**src/rtl/register_read_unit.sv**
```systemverilog
`default_nettype none
// ============================================================================
//  Module   : register_read_unit
//  Purpose  : Register file, in-flight write scoreboard and read-operand stage
//             between decode and execute. Accepts write-back results, stalls
//             decode on RAW/WAW hazards and delivers registered operands to
//             execute over a valid/ready handshake.
//  Revision : 1.0 - initial release
// ----------------------------------------------------------------------------
//  Ports
//    CLK          in   1              clock, rising edge
//    RST          in   1              asynchronous active-high reset
//    READ_VALID   in   1              decode presents an instruction
//    READ_READY   out  1              instruction accepted this cycle (comb)
//    RS1_ADDRESS  in   REG_ADD_WIDTH  source 1 index
//    RS2_ADDRESS  in   REG_ADD_WIDTH  source 2 index
//    RD_ADDRESS   in   REG_ADD_WIDTH  destination index
//    RD_WRITE     in   1              instruction writes RD_ADDRESS
//    WB_VALID     in   1              write-back result present
//    WB_ADDRESS   in   REG_ADD_WIDTH  write-back destination
//    WB_DATA      in   DATA_WIDTH     write-back value
//    OUT_VALID    out  1              operands valid for execute
//    OUT_READY    in   1              execute accepts operands
//    RS1_DATA     out  DATA_WIDTH     registered operand 1
//    RS2_DATA     out  DATA_WIDTH     registered operand 2
// ============================================================================
module register_read_unit #(
  parameter int DATA_WIDTH    = 32,
  parameter int REG_ADD_WIDTH = 5,
  parameter int REG_COUNT     = 32
) (
  input  logic                     CLK,
  input  logic                     RST,
  input  logic                     READ_VALID,
  output logic                     READ_READY,
  input  logic [REG_ADD_WIDTH-1:0] RS1_ADDRESS,
  input  logic [REG_ADD_WIDTH-1:0] RS2_ADDRESS,
  input  logic [REG_ADD_WIDTH-1:0] RD_ADDRESS,
  input  logic                     RD_WRITE,
  input  logic                     WB_VALID,
  input  logic [REG_ADD_WIDTH-1:0] WB_ADDRESS,
  input  logic [DATA_WIDTH-1:0]    WB_DATA,
  output logic                     OUT_VALID,
  input  logic                     OUT_READY,
  output logic [DATA_WIDTH-1:0]    RS1_DATA,
  output logic [DATA_WIDTH-1:0]    RS2_DATA
);

  // Output slot state: EMPTY means no operands held for execute.
  typedef enum logic [0:0] {
    S_EMPTY = 1'b0,
    S_FULL  = 1'b1
  } state_t;

  state_t                  r_state;
  state_t                  w_state_next;

  logic [DATA_WIDTH-1:0]   r_regs [REG_COUNT];
  logic [REG_COUNT-1:0]    r_pending;
  logic [REG_COUNT-1:0]    w_pending_next;

  logic                    w_wb_write;
  logic                    w_rs1_clear;
  logic                    w_rs2_clear;
  logic                    w_rd_need;
  logic                    w_rd_clear;
  logic                    w_slot_free;
  logic                    w_issue;
  logic [DATA_WIDTH-1:0]   w_rs1_sel;
  logic [DATA_WIDTH-1:0]   w_rs2_sel;

  // Writes to x0 are dropped everywhere.
  assign w_wb_write = WB_VALID && (WB_ADDRESS != '0);

  // A register is clear when it is x0, has no writer in flight, or its
  // writer is completing this very cycle (stall releases without delay).
  assign w_rs1_clear = (RS1_ADDRESS == '0) || !r_pending[RS1_ADDRESS] ||
                       (WB_VALID && (WB_ADDRESS == RS1_ADDRESS));
  assign w_rs2_clear = (RS2_ADDRESS == '0) || !r_pending[RS2_ADDRESS] ||
                       (WB_VALID && (WB_ADDRESS == RS2_ADDRESS));

  // WAW: a second writer to the same register waits for the first.
  assign w_rd_need  = RD_WRITE && (RD_ADDRESS != '0);
  assign w_rd_clear = !r_pending[RD_ADDRESS] ||
                      (WB_VALID && (WB_ADDRESS == RD_ADDRESS));

  assign w_slot_free = !OUT_VALID || OUT_READY;

  // READ_READY intentionally ignores READ_VALID so decode can use it freely.
  assign READ_READY = w_rs1_clear && w_rs2_clear &&
                      (!w_rd_need || w_rd_clear) && w_slot_free;

  assign w_issue = READ_VALID && READ_READY;

  // Operand select with same-cycle write-back bypass.
  always_comb begin
    w_rs1_sel = '0;
    if (RS1_ADDRESS != '0) begin
      if (WB_VALID && (WB_ADDRESS == RS1_ADDRESS)) begin
        w_rs1_sel = WB_DATA;
      end else begin
        w_rs1_sel = r_regs[RS1_ADDRESS];
      end
    end
  end

  always_comb begin
    w_rs2_sel = '0;
    if (RS2_ADDRESS != '0) begin
      if (WB_VALID && (WB_ADDRESS == RS2_ADDRESS)) begin
        w_rs2_sel = WB_DATA;
      end else begin
        w_rs2_sel = r_regs[RS2_ADDRESS];
      end
    end
  end

  // Scoreboard update. Set is applied after clear so a new writer issued in
  // the same cycle its predecessor retires keeps the bit set.
  always_comb begin
    w_pending_next = r_pending;
    if (w_wb_write) begin
      w_pending_next[WB_ADDRESS] = 1'b0;
    end
    if (w_issue && w_rd_need) begin
      w_pending_next[RD_ADDRESS] = 1'b1;
    end
    w_pending_next[0] = 1'b0;
  end

  always_ff @(posedge CLK or posedge RST) begin
    if (RST) begin
      r_pending <= '0;
    end else begin
      r_pending <= w_pending_next;
    end
  end

  // Register array; entry 0 is never written and reads of x0 bypass it.
  always_ff @(posedge CLK or posedge RST) begin
    if (RST) begin
      for (int i = 0; i < REG_COUNT; i++) begin
        r_regs[i] <= '0;
      end
    end else if (w_wb_write) begin
      r_regs[WB_ADDRESS] <= WB_DATA;
    end
  end

  // Operand registers only load on issue, so they hold under backpressure.
  always_ff @(posedge CLK or posedge RST) begin
    if (RST) begin
      RS1_DATA <= '0;
      RS2_DATA <= '0;
    end else if (w_issue) begin
      RS1_DATA <= w_rs1_sel;
      RS2_DATA <= w_rs2_sel;
    end
  end

  // Output slot state machine.
  always_ff @(posedge CLK or posedge RST) begin
    if (RST) begin
      r_state <= S_EMPTY;
    end else begin
      r_state <= w_state_next;
    end
  end

  always_comb begin
    w_state_next = r_state;
    case (r_state)
      S_EMPTY: begin
        if (w_issue) begin
          w_state_next = S_FULL;
        end
      end
      S_FULL: begin
        if (OUT_READY && !w_issue) begin
          w_state_next = S_EMPTY;
        end
      end
      default: w_state_next = S_EMPTY;
    endcase
  end

  assign OUT_VALID = (r_state == S_FULL);

endmodule
`default_nettype wire
```
**config.mk**
```make
export PLATFORM = sky130hd
export DESIGN_NAME = register_read_unit
export DESIGN_NICKNAME = d
export VERILOG_FILES = /design/src/rtl/register_read_unit.sv
export SDC_FILE = /design/constraint.sdc
export NUM_CORES = 2
export LEC_CHECK = 0
export BUFFER_PORTS_ARGS = -buffer_cell sky130_fd_sc_hd__buf_4
export CAP_MARGIN = 20
export CORE_UTILIZATION = 57
export CTS_CLUSTER_SIZE = 16
export DETAILED_ROUTE_END_ITERATION = 8
export PLACE_DENSITY_LB_ADDON = 0.25
export SLEW_MARGIN = 20
export SYNTH_ARGS = -nofsm -noshare
export SYNTH_HDL_FRONTEND = slang
export SYNTH_SLANG_ARGS = --single-unit
export TNS_END_PERCENT = 20
```
**constraint.sdc**
```tcl
create_clock -name CLK -period 42.1 [get_ports CLK]
set_input_delay 8.42 -clock CLK [delete_from_list [all_inputs] [get_ports CLK]]
set_output_delay 8.42 -clock CLK [all_outputs]
set_load 0.1 [all_outputs]
```
==> reports/metrics.yaml <==
async_flop_share_pct: 100.0
routed_wl_um: 172800
worstPathRequired_ps: 33680
fp.dieH_um: 325.0
p_per_area_nw_per_um2: 52.56
critPathMaxFanout: 60
fin_nets: 3887
synthFlopType: "dfrtp_1"
setup_slack_ps: 21310
cts-root-buf: "clkbuf_16"
syn-num-nets: 4019
tightestPinTransition_ps: 1100
cts_tree: "yes"
maxCapViolations: 0
cts.sinks: 1120
dieArea_um2: 105700
grt.total_usage_pct: 33.08
drc: 0
drtAntennaViolNets: 0
synth_top_area_cell: "dfrtp_1"
grt_first_pass_wirelength_um: 258900
drtIter0Drc: 3628
via_per_inst: 7.088
numCtsBuffers: 117
setup_violations: 0
worstSetupPathType: "input port to primary output"
grt.overflow.total: 0
vias: 37620
ys_seq_elements: 1120
slew_viol_final: 0
path_clk_slew_ps: 60
clk_path_buf_depth: 3
synth_area_um2: 59480
num-fill-cells: 7485
multiInputGateArea_um2: 29690
hold_path_class: "flip-flop to flip-flop"
hold_buffers: 0
slew_headroom_pct: 26.49
cts_max_level: 3
syn_avg_cell_area_um2: 15.02
initial_core_util_pct: 57.47
num_antenna_cells: 0
die_x_um: 325.0
synth.distinct_cells: 52
p_leak_nw: 28.18
peakVddDrop_mv: 0.07093
worstSetupEndpointType: "primary output"
skew_ps: 22.07
start_kind: "input port"
layout-area-overhead-vs-synth_pct: 9.491
outcome: "completed"
ys_top_cells_by_count: "dfrtp_1 (1120), mux2_2 (1090), mux4_2 (545)"
core_region_area_um2: 103500
insertion_delay_ps: 710
regArea_um2: 28030
cts-resized-gates: 0
fmax_mhz: 48.10
grt_pass1_vias: 38620
antenna_found_initial: 2
crit_top_cell: "buf_4"
hold_violations: 0
min_period_ps: 20790
synthCells: 3961
synth_edf_count: 0
gp_congestion: 0.8402
rsz0062_at_grt: "no"
dp_hpwl_um: 94130
wire_per_inst_um: 32.57
synth.top_cell.area_share_pct: 47.12
cts_setup_buffers: 0
io-pin-count: 124
fin_crit_sh_pct: 49.39
portBuffers: 123
drive_above_1_share_pct: 52.81
critical_path.max_stage_delay_ps: 810
pre_cts_slack_ps: 21390
synthTopCellsByArea: "dfrtp_1 (47%), mux2_2 (21%), mux4_2 (21%), mux2i_1 (2.0%), clkbuf_1 (1.7%)"
dp_cells: 5090
yosys_warnings: 0
path_cells: "buf_8 -> buf_4 -> buf_4 -> nand3b_1 -> buf_4 -> and4_1 -> o31ai_1 -> and3_1 -> buf_4"
drtPass1Iterations: 6
yosysMostFrequentCell: "dfrtp_1"
layoutNonFillerInstCount: 5307
fin_setup_tns_ps: 0
seq_area_frac_synth_pct: 47.12
placementRows: 118
grt_max_degree: 169
arrival_ps: 12370
slowest_stage: "buf_4"
power breakdown:
group	internal [mW]	switching, mW
combinational	0.419	0.465
clock	0.643	0.443
sequential	1.29	0.159
total	2.36	1.07
state kept, by name (all words and copies together) (netlist names):
register	count
OUT_VALID	1
RS1_DATA	32
RS2_DATA	32
r_pending	31
r_regs	1024
layout by cell type, fill, tap and decap left out, types with 26 or more instances in the layout:
cell type	count
o21ai_0	68
dfrtp_1	1120
nor2_1	71
nand2_1	56
mux4_2	545
a221oi_1	37
o22ai_1	38
buf_4	187
nor3_1	35
a22oi_1	26
clkbuf_8	32
clkbuf_1	26
mux2_2	1090
nand3_1	38
mux2i_1	120
o31ai_1	29
clkbuf_16	118
cells by family after synthesis:
logic type             count (synthesis)  synth area share (%)
XOR/XNOR                              15                0.2209
buffers and inverters                468                 3.336
AND/OR/NAND/NOR                      314                 2.575
flip-flops                          1120                 47.12
multiplexers                        1755                 43.29
AO/OA/AOI/OAI                        289                 3.460
routing by layer:
metal,GRT usage (%),up-vias,share of wire [%],routed length [um]
met5,0,-,0,0
met4,13.77,0,4.5,7796
met3,5.793,445,7.6,13150
met2,53.38,1815,49,84400
met1,44.74,20310,39,67480
li1,-,15050,-,-
area by class of cell:
type                       count  area share [%]
inverter                      20          0.1268
timing repair buffer         197           2.392
sequential                  1120           43.03
clock buffer                 176           5.360
multi-input combinational   2373           45.59
tap                         1380           2.651
clock inverter                41          0.8415
critical path, delay by kind of cell:
kind                   cells  cell delay, ps
AND/OR/NAND/NOR            3             790
buffers and inverters      5            2750
AO/OA/AOI/OAI              1             230
worst paths after layout:
path | cells past startpoint | from | end | slack (ps)
max reg2reg | 7 | r_pending[14] | RS1_DATA[11] | 37960
min reg2reg | 0 | r_regs[999] | r_regs[999] | 400
min | 0 | r_regs[999] | r_regs[999] | 400
max in group asynchronous | 6 | RST | RS1_DATA[14] | 30700
max | 9 | RS1_ADDRESS[0] | READ_READY | 21310
min in group asynchronous | 2 | RST | OUT_VALID | 7800
stage by stage:
step / instance area [um2] / hold slack (ps) / power [mW] / utilization, %
after floorplan: 59480 / 441.3 / 2.129 / -
after global placement: 61080 / 376.9 / 2.317 / 59.02
after detailed placement: 61080 / 382.0 / 2.346 / 59.02
after CTS: 65120 / 396.8 / 3.427 / 62.92
after global routing: 65130 / 407.0 / 3.544 / 62.93
final: 65130 / 396.7 / 3.423 / 62.93
Power figures use the tool's default switching activity.
